### config.mk
export PLATFORM = sky130hd
export DESIGN_NAME = print_ammo_hud
export DESIGN_NICKNAME = d
export VERILOG_FILES = /design/src/rtl/print_ammo_hud.sv
export SDC_FILE = /design/constraint.sdc
export NUM_CORES = 1
export LEC_CHECK = 0
export CAP_MARGIN = 20
export CELL_PAD_IN_SITES_DETAIL_PLACEMENT = 0
export CELL_PAD_IN_SITES_GLOBAL_PLACEMENT = 2
export CORE_ASPECT_RATIO = 0.7
export CORE_UTILIZATION = 29
export DETAILED_ROUTE_END_ITERATION = 6
export GPL_TIMING_DRIVEN = 0
export PLACE_DENSITY = 0.76
export SLEW_MARGIN = 15
export SYNTH_ARGS = -nofsm -noshare
export SYNTH_HDL_FRONTEND = slang
export SYNTH_SLANG_ARGS = --single-unit
### constraint.sdc
create_clock -name clk -period 1.95 [get_ports clk]
set_input_delay 0.195 -clock clk [delete_from_list [all_inputs] [get_ports clk]]
set_output_delay 0.195 -clock clk [all_outputs]
set_load 0.02 [all_outputs]
### src/rtl/print_ammo_hud.sv
// Ammo HUD: tracks a magazine (fire / reload FSM) and paints one row of
// bullet slots into the pixel stream with a one-clock registered colour.
//
// Handshake: fire is a level sampled every clock. A shot is accepted on a
// clock edge where the FSM is READY, fire is high and at least one bullet is
// left. Each accepted shot produces exactly one fire_ack cycle, which
// coincides with the decremented left_bullet. There is no ready/stall on
// fire: a rejected shot is simply dropped. reload_req is likewise a sampled
// level with no acknowledge; the reloading output reflects the FSM state.
module print_ammo_hud #(
    parameter int          MAX_BULLETS   = 6,
    parameter int          BULLET_HW     = 10,
    parameter int          BULLET_HH     = 20,
    parameter int          ORIGIN_X      = 320,
    parameter int          ORIGIN_Y      = 450,
    parameter int          GAP           = 40,
    parameter int          RELOAD_FRAMES = 8,
    parameter int          BLINK_FRAMES  = 16,
    parameter logic [9:0]  VGA_RGB_NULL  = 10'h400
) (
    input  logic        clk,
    input  logic        rst_n,
    input  logic [9:0]  px,
    input  logic [9:0]  py,
    input  logic        frame_tick,
    input  logic        fire,
    input  logic        reload_req,
    output logic [9:0]  r,
    output logic [9:0]  g,
    output logic [9:0]  b,
    output logic        isPrinted,
    output logic [3:0]  left_bullet,
    output logic        reloading,
    output logic        fire_ack
);

    typedef enum logic {READY = 1'b0, RELOADING = 1'b1} state_t;

    localparam logic [3:0]  MAX4   = 4'(MAX_BULLETS);
    localparam logic [15:0] RLAST  = 16'(RELOAD_FRAMES - 1);
    localparam logic [15:0] BLAST  = 16'(BLINK_FRAMES - 1);
    localparam logic [15:0] HW16   = 16'(BULLET_HW);
    localparam logic [15:0] HH16   = 16'(BULLET_HH);
    localparam logic [15:0] OY16   = 16'(ORIGIN_Y);

    state_t      state_q, state_d;
    logic [3:0]  left_q, left_d;
    logic [15:0] rcnt_q, rcnt_d;
    logic [15:0] bcnt_q, bcnt_d;
    logic        blink_on_q, blink_on_d;
    logic        fire_ack_q, fire_ack_d;
    logic [9:0]  r_q, r_d, g_q, g_d, b_q, b_d;
    logic        printed_q, printed_d;

    // Magazine FSM: fire beats reload in READY; RELOADING refills one bullet
    // per RELOAD_FRAMES frame ticks and exits on the edge it becomes full.
    always_comb begin
        state_d    = state_q;
        left_d     = left_q;
        rcnt_d     = rcnt_q;
        fire_ack_d = 1'b0;
        case (state_q)
            READY: begin
                if (fire) begin
                    if (left_q != 4'd0) begin
                        left_d     = left_q - 4'd1;
                        fire_ack_d = 1'b1;
                    end
                end else if (reload_req && left_q != MAX4) begin
                    state_d = RELOADING;
                    rcnt_d  = '0;
                end
            end
            RELOADING: begin
                if (frame_tick) begin
                    if (rcnt_q == RLAST) begin
                        rcnt_d = '0;
                        left_d = left_q + 4'd1;
                        if (left_q + 4'd1 == MAX4) state_d = READY;
                    end else begin
                        rcnt_d = rcnt_q + 16'd1;
                    end
                end
            end
            default: state_d = READY;
        endcase
    end

    // Free-running blink divider: phase flips every BLINK_FRAMES ticks.
    always_comb begin
        bcnt_d     = bcnt_q;
        blink_on_d = blink_on_q;
        if (frame_tick) begin
            if (bcnt_q == BLAST) begin
                bcnt_d     = '0;
                blink_on_d = ~blink_on_q;
            end else begin
                bcnt_d = bcnt_q + 16'd1;
            end
        end
    end

    // Pixel colour from the slot hit test against the current (pre-update)
    // state; compares are done in 16 bits so edge slots cannot wrap.
    logic [15:0] px_w, py_w, cx;
    logic        y_in, in_slot, hit_cur, hit_next, hit_first;
    always_comb begin
        px_w      = {6'd0, px};
        py_w      = {6'd0, py};
        cx        = '0;
        in_slot   = 1'b0;
        hit_cur   = 1'b0;
        hit_next  = 1'b0;
        hit_first = 1'b0;
        y_in      = (py_w + HH16 >= OY16) && (py_w <= OY16 + HH16);
        for (int i = 1; i <= MAX_BULLETS; i++) begin
            cx      = 16'(ORIGIN_X + GAP * i);
            in_slot = y_in && (px_w + HW16 >= cx) && (px_w <= cx + HW16);
            if (in_slot && (4'(i) <= left_q)) hit_cur = 1'b1;
            if (in_slot && (5'(i) == {1'b0, left_q} + 5'd1)) hit_next = 1'b1;
            if (in_slot && (i == 1)) hit_first = 1'b1;
        end
        r_d = VGA_RGB_NULL;
        g_d = VGA_RGB_NULL;
        b_d = VGA_RGB_NULL;
        if (hit_cur) begin
            r_d = 10'h2cc; g_d = 10'h2cc; b_d = 10'h066;
        end else if (hit_next && state_q == RELOADING) begin
            r_d = 10'h155; g_d = 10'h155; b_d = 10'h155;
        end else if (hit_first && state_q == READY && left_q == 4'd0 && blink_on_q) begin
            r_d = 10'h3ff; g_d = 10'h000; b_d = 10'h000;
        end
        printed_d = (r_d != VGA_RGB_NULL) || (g_d != VGA_RGB_NULL) || (b_d != VGA_RGB_NULL);
    end

    // State and output registers; reset drops any reload in progress.
    always_ff @(posedge clk or negedge rst_n) begin
        if (!rst_n) begin
            state_q    <= READY;
            left_q     <= MAX4;
            rcnt_q     <= '0;
            bcnt_q     <= '0;
            blink_on_q <= 1'b1;
            fire_ack_q <= 1'b0;
            r_q        <= VGA_RGB_NULL;
            g_q        <= VGA_RGB_NULL;
            b_q        <= VGA_RGB_NULL;
            printed_q  <= 1'b0;
        end else begin
            state_q    <= state_d;
            left_q     <= left_d;
            rcnt_q     <= rcnt_d;
            bcnt_q     <= bcnt_d;
            blink_on_q <= blink_on_d;
            fire_ack_q <= fire_ack_d;
            r_q        <= r_d;
            g_q        <= g_d;
            b_q        <= b_d;
            printed_q  <= printed_d;
        end
    end

    assign r           = r_q;
    assign g           = g_q;
    assign b           = b_q;
    assign isPrinted   = printed_q;
    assign left_bullet = left_q;
    assign reloading   = (state_q == RELOADING);
    assign fire_ack    = fire_ack_q;

endmodule

# Yosys cells after proc, flatten, opt, wreduce, memory -nomap -nowiden
# Cells that the tools add are included.
# word_totals
mem_count	0
register_bits	70
out_inout_bits	37
ramBits	0
elab_cells	134
romBits	0
latchBits	0
# op_classes
muxes	39
div_mod_pow	0
n_lt_le_gt_ge	20
n_addsub	7
n_bitwise	2
multipliers	0
shift	0
eq_ne	16
reduce_logical	40
# op_table
operator	n
$mux W16	5
$ge A16 B9 Y1 const B	4
$le A10 B9 Y1 const B	5
$mux W10	4
$add A16 B1 Y16 const B	2
$pmux W16 S2	1
$logic_and A1 B1 Y1	30
$reduce_bool A10 Y1	3
$mux W1	21
$le A10 B10 Y1 const B	2
$mux W9	2
$eq A16 B3 Y1 const B	1
$eq A16 B4 Y1 const B	1
$ge A16 B10 Y1 const B	1
$mux W4	4
$eq A3 B5 Y1 const A	3
$le A3 B4 Y1 const A	3
$add A10 B4 Y11 const B	1
$add A10 B5 Y11 const B	1
$ge A11 B10 Y1 const B	1
$ge A11 B9 Y1 const B	1
$eq A2 B5 Y1 const A	2
$ne A2 B2 Y1 const B	5
$le A2 B4 Y1 const A	2
17 further kinds	19

# Longest topological paths before layout
# Gate-level depths: netlist of run 1.
# logic_depth
ltp_word	18
ltp_mapped	11

# Worst setup path before layout of run 1
# OpenSTA, ideal clock, no wires.
# synth_path
path_kind	input to register
from	input port px[2]
to	register printed_q (netlist: isPrinted)
required_ns	1.822
cell_stages	11
n_path_buf	1
slack_ns	-0.227
arrival_time_ns	2.049
path_cell_list	buf_4 -> inv_1 -> ha_1 -> nor2b_1 -> or4_1 -> o211ai_1 -> nand3b_1 -> nor2_1 -> a2111oi_4 -> a31oi_2 -> nand2b_1
# synth_between
elab_chain_len	17
elab_cells_between_ends	65
cone_classes	1 x add/sub; 12 x order compare; 19 x mux; 33 x reduce/logical
# synth_lines
item	line_no	rtl
start, declared	23	input logic [9:0] px,
$add A10 B4 Y11	118	in_slot = y_in && (px_w + HW16 >= cx) && (px_w <= cx + HW16);
$ge A16 B9 Y1	118	
$logic_and A1 B1 Y1 (2 in series)	118	
$logic_and A1 B1 Y1	120	if (in_slot && (5'(i) == {1'b0, left_q} + 5'd1)) hit_next = 1'b1;
$mux W1 (6 in series)	120	
$logic_and A1 B1 Y1	128	end else if (hit_next && state_q == RELOADING) begin
$mux W10	128	
$mux W10 (*)	126	if (hit_cur) begin
named net r_d[3]	52	logic [9:0] r_q, r_d, g_q, g_d, b_q, b_d;
$reduce_bool A10 Y1 (*)	133	printed_d = (r_d != VGA_RGB_NULL) || (g_d != VGA_RGB_NULL) || (b_d != VGA_RGB_NULL);
$logic_or A1 B1 Y1 (*) (2 in series)	133	
named net printed_d	53	logic printed_q, printed_d;
end signal, assigned	159	printed_q <= printed_d;
end, declared	53	
# Mark *: on every way through the listed nets, which the timed path passes. The rest lies on a longest branch.
# A chain may end at the register's enable or synchronous reset.

# Worst setup path after layout of run 1
# layout_path
from	input port px[2]
to	register r_q[8] (netlist: r[8])
# layout_between
elab_chain_len	14
elab_cells_between_ends	57
cone_classes	1 x add/sub; 12 x order compare; 16 x mux; 28 x reduce/logical
# layout_lines
item	line_no	rtl
$add A10 B4 Y11	118	
$ge A16 B9 Y1	118	
$logic_and A1 B1 Y1 (2 in series)	118	
$logic_and A1 B1 Y1	120	
$mux W1 (6 in series)	120	
$logic_and A1 B1 Y1	128	
$mux W10	128	
$mux W10 (*)	126	
end signal, assigned	156	r_q <= r_d;
end, declared	52	
# Mark *: on every way between the ends. The rest lies on a longest branch, timed or not.

==> summary.txt, run 1 <==
Timing
  • Final Cycle Share: 105.1%
  • Final setup violation count: 6
  • FMAX: 0.4880 GHz
  • Final Max Tran Viols: 0
  • Final min period: 2049 ps
  • Layout Skew: 4.312 ps
  • RSZ-0062 raised after global routing: true
  • Hold Fails Final Rpt: 0
  • Final worst slack: -99.17 ps

Route
  • Drt first pass iters: 4
  • Vias post-DR: 3038
  • WL/cell: 14.14 µm
  • Post-route ant nets: 0
  • Number of vias per cell: 4.807
  • Detailed Route WL: 8936 µm
  • DR iter-0 viols: 149
  • DRC errors left: 0

Clock tree
  • CTS Buf Count: 5
  • CTS tree: yes
  • Clock latency on the worst-skew pair: 290 ps
  • Clock transition at the registers of the reported paths: 60 ps
  • Maximum clock insertion buffer count: 2
  • CTS HTree Levels: 2
  • Root Buffer: clkbuf_16
  • Clock sinks: 47

Die
  • DIE HEIGHT: 92.62 µm
  • # IOs: 62
  • Die W: 131.5 µm
  • Starting density of the core: 30.35%
  • Die area: 0.01218 mm²
  • Core Box Area: 0.01121 mm²
  • Row cnt: 32

Synth
  • Yosys top cell area share: 32.36%
  • Async SR Flop Fraction: 100.0%
  • Ys flop type: dfrtp_1
  • Avg Cell Area, Syn: 8.657 µm²
  • Area contributors post-synth: dfrtp_1 (32%), buf_4 (5.7%), ha_1 (4.8%), o21ai_0 (4.4%), nand2_1 (4.3%)
  • Ys Warns: 0
  • Synth Instances: 393
  • Area leader, netlist: dfrtp_1
  • Synthesized cell area: 0.003402 mm²
  • Post-synth EDFFs: 0
  • Post-synthesis cell type count: 73
  • Share of the yosys chip area belonging to registers: 34.68%
  • Count leader, synth: dfrtp_1
  • Commonest cells post-synth: dfrtp_1 (44), nand2_1 (39), nor2_1 (32)
  • Post-synthesis register bit count: 47

Global routing
  • Met3 usage: 3.394%
  • GRT Total Usage: 15.56%
  • Pin count of the biggest net entering global routing: 30
  • Antenna violations before repair: 0
  • M1 GR Usage: 24.55%
  • First-pass GRT wire length: 15170 µm
  • Congestion Overflow GR: 0
  • Gr busiest metal: met1
  • Vias in the first global route: 2904
  • Met2 Usage GRT: 20.68%

Setup path
  • Crit path launch type: input port
  • Crit. End Element: register
  • Critical path peak fanout: 5
  • Crit path kind: input port to register
  • CP arrival: 2220 ps
  • R2R Setup Slk: -30 ps
  • Critical path required time: 2120 ps

Final layout
  • Final #Nets: 516
  • Diode count: 0
  • P&R area growth vs syn: 38.07%
  • Design Area, Final: 0.004697 mm²
  • Final instance count without filler cells: 632
  • Layout fillers: 1114
  • Layout cell share with drive strength beyond 1: 25.68%

Power
  • Tot Pwr: 3714 µW
  • P per Cell Area: 790.8 mW/mm²
  • Static Leakage: 0.001994 µW
  • Maximum vdd ir drop: 0.4466 mV

Flow run
  • Max-cap violations: 0

Placed design
  • Area after DPL: 0.004202 mm²
  • Number of buffers added on ports: 54
  • DP HPWL: 6484 µm
  • Pre-CTS setup slack: -1019 ps
  • Placer congestion estimate: 0.8072
  • Placed insts: 605

Status
  • Run status: finished with violations
  • Failing checks: negative setup slack

Worst hold path
  • Worst min path class: input port to async pin
[routing by layer]
| layer | up-vias | wire length, µm |
|---|---|---|
| met5 | - | 0 |
| met4 | 0 | 57 |
| met3 | 5 | 470 |
| met2 | 82 | 3403 |
| met1 | 1397 | 5004 |
| li1 | 1554 | - |
[flip-flops by register name (all words and copies together) (netlist names)]
signal,cells
fire_ack,1
left_bullet,4
isPrinted,1
b,3
rcnt_q,16
r,4
reloading,1
bcnt_q,16
blink_on_q,1
[final cells by class]
cell class                 instances  area [µm²]  area share (%)
inverter                          15       61.31           1.305
multi-input combinational        298        2118           45.10
sequential                        47        1181           25.15
buffer                            36       289.0           6.153
clock inverter                     2       12.51          0.2664
tap                              153       191.4           4.076
timing repair buffer              75       714.4           15.21
clock buffer                       6       128.9           2.744
[path summary, 6_finish.rpt]
check / start / end / depth (start not counted)
worst max-delay path: px[2] / r[8] / 12
worst min-delay path: rst_n / rcnt_q[13] / 2
worst max register to register: left_bullet[1] / r[6] / 6
worst min register to register: bcnt_q[15] / bcnt_q[15] / 1
max in group asynchronous: rst_n / left_bullet[1] / 3
min in group clk: bcnt_q[15] / bcnt_q[15] / 1
[critical path, stage by stage]
cell and delay [ps]:
buf_8 90, buf_8 100, inv_4 30, ha_4 130, nor2b_4 130, or2_1 220, o311a_1 310, o22a_1 190
a222oi_1 290, nor2_1 110, o2111ai_2 310, a21oi_1 110
[power by group]
part	internal [µW]	leakage [µW]	switching, µW	total (µW)
clock	473	0.0000669	361	834
combinational	700	0.00131	815	1510
sequential	1160	0.000621	202	1370
total	2340	0.00199	1380	3710
[cell families (layout without fill, tap and decap cells)]
logic type,Yosys count,after routing,share of synthesized area (%)
other cells,1,5,0.1102
compound gates,93,93,19.31
buf+inv,52,134,9.231
flops,47,47,34.68
fa+ha+maj,13,13,4.781
simple gates,161,161,25.01
xor+xnor,23,23,5.921
mux,3,3,0.9562
[through the flow]
step | TNS (ps) | hold slack (ps) | util, %
after floorplan | -316.1 | -100.6 | -
after global placement | -43810 | 462.7 | 37.34
after detailed placement | -11150 | 168.8 | 37.48
after CTS | -709.6 | 387.1 | 40.76
after global routing | -1167 | 410.8 | 41.90
final | -445.7 | 378.8 | 41.90
[placed cells by master (no fill, tap or decap), types with 4 or more instances in the layout]
master,synthesis,routed
a21boi_0,4,4
a21o_1,4,4
a21oi_1,12,10
a31oi_1,6,6
and3_1,9,7
buf_2,5,6
buf_4,26,40
buf_6,2,6
clkbuf_16,0,5
clkdlybuf4s50_1,0,43
conb_1,1,5
dfrtp_1,44,43
ha_1,13,8
inv_1,13,11
nand2_1,39,38
nand2b_1,8,8
nand3_1,15,12
nand3b_1,5,5
nand4_1,8,8
nor2_1,32,28
nor2b_1,7,4
nor3_1,6,6
nor4_1,6,6
o21ai_0,30,29
o31ai_1,5,5
xnor2_1,14,14
xor2_1,9,9
[repair_timing]
action | 4_1_cts | 5_1_grt
setup buffers | 12 | 6
gates cloned | 1 | 0
hold endpoints to repair | 18 | 0
endpoints found under the setup margin | 25 | 28
hold buffers | 1 | 0
resized for setup | 58 | 35
pin swaps | 15 | 15
(Power assumes the default switching activity.)
==> run 2, diff against run 1 <==
--- a/config.mk
+++ b/config.mk
@@ -13,6 +13,7 @@
 export DETAILED_ROUTE_END_ITERATION = 6
 export GPL_TIMING_DRIVEN = 0
 export PLACE_DENSITY = 0.76
+export SKIP_LAST_GASP = 1
 export SLEW_MARGIN = 15
 export SYNTH_ARGS = -nofsm -noshare
 export SYNTH_HDL_FRONTEND = slang
==> results of run 2 <==
No change in the layout: final DEF, timing and power equal those of run 1.
